## config.mk

```make
export PLATFORM = sky130hd
export DESIGN_NAME = mem_arbiter
export DESIGN_NICKNAME = d
export VERILOG_FILES = /design/src/rtl/mem_arb_pkg.sv /design/src/rtl/rr_arbiter2.sv /design/src/rtl/mem_arbiter.sv
export SDC_FILE = /design/constraint.sdc
export NUM_CORES = 1
export LEC_CHECK = 0
export BUFFER_PORTS_ARGS = -buffer_cell sky130_fd_sc_hd__buf_4
export CAP_MARGIN = 25
export CORE_UTILIZATION = 43
export CTS_BUF_LIST = sky130_fd_sc_hd__clkbuf_4
export DETAILED_ROUTE_END_ITERATION = 8
export PLACE_DENSITY = 0.8
export SLEW_MARGIN = 15
export SYNTH_ARGS = -nofsm -noshare
export SYNTH_HDL_FRONTEND = slang
export SYNTH_HIERARCHICAL = 1
export SYNTH_SLANG_ARGS = --single-unit
```

## constraint.sdc

```tcl
create_clock -name clk -period 1.7 [get_ports clk]
set_input_delay 0.17 -clock clk [delete_from_list [all_inputs] [get_ports clk]]
set_output_delay 0.17 -clock clk [all_outputs]
set_load 0.01 [all_outputs]
```

## src/rtl/mem_arb_pkg.sv

```systemverilog
// mem_arb_pkg: shared FSM state encoding and requester IDs for mem_arbiter.
package mem_arb_pkg;
  typedef enum logic [1:0] {IDLE, ACCESS, WAIT, ACK} state_t;
  typedef enum logic {REQ_CPU = 1'b0, REQ_LDR = 1'b1} req_id_t;
  localparam int CNT_W = 4;
endpackage

```

## src/rtl/rr_arbiter2.sv

```systemverilog
// rr_arbiter2: two-way round-robin grant; bit 0 = CPU, bit 1 = loader.
module rr_arbiter2
  import mem_arb_pkg::*;
(
  input  logic [1:0] req,
  input  req_id_t    last,
  output logic [1:0] gnt
);
  always_comb begin
    gnt[0] = req[0] & (~req[1] | (last == REQ_LDR));
    gnt[1] = req[1] & (~req[0] | (last == REQ_CPU));
  end
endmodule

```

## src/rtl/mem_arbiter.sv

```systemverilog
// mem_arbiter: shares one main-memory port between the CPU and a loader, fixed-latency transfers.
module mem_arbiter
  import mem_arb_pkg::*;
#(
  parameter int WAIT_STATES = 1,
  parameter int AW = 32,
  parameter int DW = 32
) (
  input  logic          clk,
  input  logic          rst,
  input  logic          cpu_rd,
  input  logic          cpu_wr,
  input  logic [AW-1:0] cpu_addr,
  input  logic [DW-1:0] cpu_wdata,
  output logic [DW-1:0] cpu_rdata,
  output logic          cpu_ack,
  input  logic          ldr_req,
  input  logic          ldr_we,
  input  logic [AW-1:0] ldr_addr,
  input  logic [DW-1:0] ldr_wdata,
  output logic [DW-1:0] ldr_rdata,
  output logic          ldr_ack,
  output logic          mm_rd,
  output logic          mm_wr,
  output logic [AW-1:0] mm_addr,
  output logic [DW-1:0] mm_wdata,
  input  logic [DW-1:0] mm_rdata,
  output logic          busy
);
  state_t            state_q, state_d;
  logic [CNT_W-1:0]  cnt_q, cnt_d;
  req_id_t           last_q, last_d, sel_q, sel_d;
  logic              we_q, we_d;
  logic [AW-1:0]     addr_q, addr_d;
  logic [DW-1:0]     wdata_q, wdata_d, crd_q, crd_d, lrd_q, lrd_d;
  logic [1:0]        gnt;

  rr_arbiter2 u_rr (
    .req  ({ldr_req, cpu_rd | cpu_wr}),
    .last (last_q),
    .gnt  (gnt)
  );

  always_comb begin
    state_d = state_q;
    cnt_d   = cnt_q;
    last_d  = last_q;
    sel_d   = sel_q;
    we_d    = we_q;
    addr_d  = addr_q;
    wdata_d = wdata_q;
    crd_d   = crd_q;
    lrd_d   = lrd_q;
    case (state_q)
      IDLE: if (|gnt) begin
        sel_d   = gnt[1] ? REQ_LDR : REQ_CPU;
        last_d  = sel_d;
        we_d    = gnt[1] ? ldr_we : cpu_wr;
        addr_d  = gnt[1] ? ldr_addr : cpu_addr;
        wdata_d = gnt[1] ? ldr_wdata : cpu_wdata;
        state_d = ACCESS;
      end
      ACCESS: begin
        cnt_d   = CNT_W'(WAIT_STATES - 1);
        state_d = WAIT;
      end
      WAIT: if (cnt_q == '0) begin
        crd_d   = (!we_q && sel_q == REQ_CPU) ? mm_rdata : crd_q;
        lrd_d   = (!we_q && sel_q == REQ_LDR) ? mm_rdata : lrd_q;
        state_d = ACK;
      end else begin
        cnt_d = cnt_q - CNT_W'(1);
      end
      default: state_d = IDLE;
    endcase
  end

  // Reset leaves last_grant at the loader so the CPU wins the first tie.
  always_ff @(posedge clk or negedge rst) begin
    if (!rst) begin
      state_q <= IDLE;
      cnt_q   <= '0;
      last_q  <= REQ_LDR;
      sel_q   <= REQ_CPU;
      we_q    <= 1'b0;
      addr_q  <= '0;
      wdata_q <= '0;
      crd_q   <= '0;
      lrd_q   <= '0;
    end else begin
      state_q <= state_d;
      cnt_q   <= cnt_d;
      last_q  <= last_d;
      sel_q   <= sel_d;
      we_q    <= we_d;
      addr_q  <= addr_d;
      wdata_q <= wdata_d;
      crd_q   <= crd_d;
      lrd_q   <= lrd_d;
    end
  end

  assign busy      = state_q != IDLE;
  assign mm_rd     = !we_q && (state_q == ACCESS || state_q == WAIT);
  assign mm_wr     = we_q && state_q == ACCESS;
  assign cpu_ack   = state_q == ACK && sel_q == REQ_CPU;
  assign ldr_ack   = state_q == ACK && sel_q == REQ_LDR;
  assign mm_addr   = addr_q;
  assign mm_wdata  = wdata_q;
  assign cpu_rdata = crd_q;
  assign ldr_rdata = lrd_q;
endmodule

```

* After elaboration in Yosys (flattened, before gate mapping) *
Index checks and enable logic that the tools add are counted.

storage, ports and cells
  flip-flop bits (word level) = 137
  word-level logic and storage cells = 52

operators by class
  muxes and demuxes = 9
  reductions and logical operators = 18
  bitwise logic cells = 9
  add/subtract/negate cells = 1
  equal/unequal tests = 6

operator list
  cell                                                                 number
  32-bit two-way mux                                                   2
  4-bit one-hot mux with 2 select lines                                1
  1-bit logical AND                                                    6
  2-bit inequality test (second input constant)                        3
  2-bit one-hot mux with 3 select lines                                1
  2-bit AND reduction                                                  3
  3-bit AND reduction                                                  2
  2-bit == test (second input constant)                                2
  4-bit logical NOT                                                    1
  2-bit two-way mux                                                    2
  4-bit two-way mux                                                    1
  1-bit NOT                                                            4
  2-bit nonzero test                                                   2
  4-bit by 1-bit subtractor with 4-bit output (second input constant)  1
  1-bit bitwise OR                                                     3
  1-bit AND                                                            2
  2-bit by 1-bit == test with 1-bit output (second input constant)     1
  2-bit logical NOT                                                    1
  1-bit two-way mux                                                    2
  2-bit OR reduction                                                   1
  1-bit logical NOT                                                    1
  1-bit logical OR                                                     1

* Logic depth before layout (Yosys ltp) *
  word-level depth = 7
  depth in mapped cells = 8
  gate-level depth less buffers = 5

* Modules after synthesis *
Netlist, hierarchy kept.

modules (own cells, without submodules)
  module       area an instance (um^2)  instances  cells each  sequential area each (um^2)
  mem_arbiter  6094.6                   1          464         3429.5
  rr_arbiter2  18.8                     1          3           0.0

* Least setup slack after synthesis *
OpenSTA, ideal clock, no wires.

  kind = flip-flop to flip-flop
  start point = register cnt_q[0]
  end point = register state_q[1]
  path slack = -15 ps
  setup time = 125 ps
  required time = 1575 ps
  arrival = 1591 ps
  cell stages (with the launch flop) = 6
  buffers on the path = 0
  path through = dfrtp_1 inv_1 ha_1 or3b_2 a22oi_1 mux2_2

between the ends
  longest elaborated chain between the ends = 3

ends and longest elaborated chain
  what                             line               text
  from (decl)                      mem_arbiter.sv:31  logic [CNT_W-1:0] cnt_q, cnt_d;
  from (signal assigned)           mem_arbiter.sv:92  cnt_q <= cnt_d;
  4-bit logical NOT                mem_arbiter.sv:67  WAIT: if (cnt_q == '0) begin
  2-bit inequality test (no line)  n/a
  2-bit AND reduction (no line)    n/a
  to (signal assigned)             mem_arbiter.sv:91  state_q <= state_d;
  to (decl)                        mem_arbiter.sv:30  state_t state_q, state_d;

Every way passes these cells.
A chain may end at the register's enable or synchronous reset.

* Worst setup path after layout *
  start point = register state_q[1]
  end point = output mm_rd

between the ends
  longest elaborated chain between the ends = 3
  elaborated cells on any way between the ends = 4
  classes of those cells = eq/ne (2); reduce/logical (2)

ends and longest elaborated chain
  what                                                                              line                text
  2-bit by 1-bit == test with 1-bit output / 2-bit == test (equally long branches)  mem_arbiter.sv:104  assign mm_rd = !we_q && (state_q == ACCESS || state_q == WAIT);
  1-bit logical OR (*)                                                              mem_arbiter.sv:104
  1-bit logical AND (*)                                                             mem_arbiter.sv:104
  to (decl)                                                                         mem_arbiter.sv:23   output logic mm_rd,

Every way passes the cells marked *; elsewhere a longest branch is shown, timed or not.

==> results.md <==
* Final hold slack at between 0.1 and 0.15 ns
* Seq/Total Area, Yosys at 56.1%
* FILL cells at 714
* Worst setup margin at -0.0607 ns
* Top cells by area, synth: dfrtp_1, mux2_4, mux2i_1
* RSZ-0062 raised after global routing: true
* Sw Ratio at roughly 37%
* Initial core utilization at 44.0%
* CP max FO at 3
* # nets final at 1139
* Top_reg_cell synth: dfrtp_1
* Mux contribution to synthesized area at around 27%
* Clk sink count at 137
* Die height at 121 um
* GRT Overall Usage at 29.3%
* Post-Syn Area at 6110 um^2
* Compound-Gate Fraction of Synth Area at about 6.4%
* Hold Path Class: in -> reg
* Switching power at 0.00678 W
* Routed WL at between 20000 and 25000 um
* Power Density at ~1600 nW/um^2
* DRC at 0
* CP endpoint kind: output pin
* Area after DPL at 8720 um^2
* Die area at approximately 15000 um^2
* Static Leakage at 5.67 nW
* Worst-path clk slew at 0.14 ns
* Commonest cells in the netlist: dfrtp_1, nand2_1, mux2i_1
* Worst setup SP type: flop
* Failing checks: setup timing
* Ports at between 200 and 300
* Row count at between 40 and 50
* Sequential Power Share at 32.9%
* Core ar. at 13900 um^2
* First-iteration detailed-routing DRC count at 275
* Largest net degree at the start of global routing at 75
* Final setup viols at 23
* Congestion Overflow GR at 0
* Clk buf depth at 2
* Combinational power share at 54.8%
* Clock Tree Root: clkbuf_4
* Layout cells sized above 1 at 49.2%
* Avg Synthesized Cell Area at 13.1 um^2
* Kind of critical path: reg -> out
* IO Port Bufs at 298
* Clk Latency, worst-skew pair at ~0.55 ns
* Via density at 5.09
* Hold Vio Cnt, Final at 0
* Clock power share at 12.3%
* Final setup TNS at -0.423 ns
* HPWL after DPL at 12200 um
* Die Wd at between 100 and 150 um
* WL/cell at 19.9 um
* CTS tree: done
* VDD IR max at 0.000849 V
* Via Count at 5930
* Yosys cell types at 31
* Post-Synth XOR/XNOR Area at 0%
* Vias in the first global route at 6269
* Maxcap violations at 0
* Final min period at 1.76 ns
* Synth top area share at between 50% and 60%
* Slew @ Worst Pin at 0.507 ns
* Adder-cell share of the synthesized area at 1.02%
* CTS Buf Count at 17
* Synth warn at 6
* Critical Path RT at between 1.5 and 2 ns
* Post-route design area at 11200 um^2
* Largest family of logic cells by synthesized area: multiplexers
* Count leader, synth: dfrtp_1
* Number of synthesized flops with an enable pin at 0
* Synth area leader: dfrtp_1
* Initial antenna violation count at 2
* Area Overhead vs Synth at 82.9%
* Int Power at 0.0114 W
* Max Slew Vio Count at 0
* DRT antenna net count at 0
* Cell count after synthesis at 467
* First-pass GRT wire length at 32200 um
* Routability Congestion at 0.845
* Worst-case clock skew at 0.0179 ns
* Run status: finished with violations
* Fmax at around 0.57 GHz
* H-tree depth at 4
* Asr flop ratio synth at 100%
* Detailed Routing Iterations Pass 1 at 4
* Final std cells w/o fill at 1164
* Cell count after placement at 948
* Crit path arrival time at 1.59 ns
* Synth Area in Simple Gates at roughly 6.2%
* FF+latch count, synth at 137
* Period Utilization, post-route at 104%
* Max_slew headroom at 66.2%
* Syn Nets at 638
## power by group through the flow
stage                     Clock [W]  Combinational, W  Sequential [W]
final                       0.00224           0.00998         0.00599
after global routing        0.00243            0.0106         0.00612
after CTS                   0.00228           0.00860         0.00585
after floorplan                   0           0.00359         0.00645
after detailed placement          0           0.00804         0.00589
after global placement            0           0.00783         0.00578
## stage by stage
stage	util, %	setup WS [ns]	power (W)
final	80.6	-0.0607	0.0182
after global routing	80.5	-0.168	0.0191
after CTS	77.4	-0.106	0.0167
after detailed placement	62.8	-0.0399	0.0139
after global placement	62.8	0.0170	0.0136
after floorplan	-	0.0196	0.0100
## routing by layer
| layer | wire (um) | up-vias | GRT usage (%) |
|---|---|---|---|
| li1 | - | 2633 | - |
| met1 | 8180 | 2823 | 30.8 |
| met2 | 11700 | 351 | 50.5 |
| met3 | 1840 | 123 | 9.16 |
| met4 | 1420 | 0 | 18.9 |
| met5 | 0 | - | 0 |
## worst max-delay path, cell delays in order, from the launching register on
cell	delay [ns]
dfrtp_1	0.41
buf_6	0.13
inv_4	0.06
ha_4	0.20
nor2b_4	0.12
buf_6	0.12
## logic make-up (layout without fill, tap and decap cells)
logic type	Yosys count	after routing
AOI/OAI and AO/OA	73	73
adders and majority gates	5	5
buffers and inverters	34	548
DFF	137	137
muxes	133	133
other	0	3
and+or+nand+nor	85	85
## worst paths after layout
check / slack (ns) / cells after the start / from / end
max: -0.06 / 5 / state_q[1]$_DFFE_PN0P_ / mm_rd
min: 0.13 / 5 / ldr_req / last_q$_DFFE_PN1P_
max reg2reg: -0.03 / 6 / state_q[1]$_DFFE_PN0P_ / cpu_rdata[16]$_DFFE_PN0P_
min reg2reg: 0.50 / 2 / mm_addr[8]$_DFFE_PN0P_ / mm_addr[8]$_DFFE_PN0P_
max in group asynchronous: 0.95 / 3 / rst / mm_wdata[9]$_DFFE_PN0P_
min in group asynchronous: 0.15 / 2 / rst / cpu_rdata[10]$_DFFE_PN0P_
## timing repair
item	in CTS	in global routing
hold buffers	163	0
endpoints found under the setup margin	6	102
endpoints found under the hold margin	266	0
cloned	0	12
pin swaps	1	4
setup buffers	3	4
resized for setup	23	75
## area by class of cell
class	instances	area, um^2	share of cell area [%]
timing repair buffer	510	4580	40.9
clock inverter	15	165	1.48
clock buffer	17	128	1.14
antenna	3	7.51	0.0671
inverter	6	25.0	0.224
sequential	137	3430	30.7
tap	180	225	2.01
multi-input combinational	296	2630	23.5
## cells in the final DEF, fill, tap and decap left out, types with 5 or more instances in the layout
cell type	netlist	layout
mux2i_1	68	66
dfrtp_1	136	136
clkbuf_16	0	6
buf_6	6	18
inv_6	0	5
o21ai_1	0	15
o21ai_0	66	42
nand2_1	71	61
clkbuf_4	0	17
dlygate4sd3_1	0	163
mux2_4	60	64
o21ai_2	0	8
nand2_2	0	10
buf_4	8	308
buf_12	0	11
## sequential cells by signal, indices dropped and copies added, names as in the netlist
register and flops:
cpu_rdata 32, ldr_rdata 32, mm_addr 32, mm_wdata 32, cnt_q 4, state_q 2, last_q 1, sel_q 1
we_q 1
No activity file was read; power rests on OpenSTA's default activity.
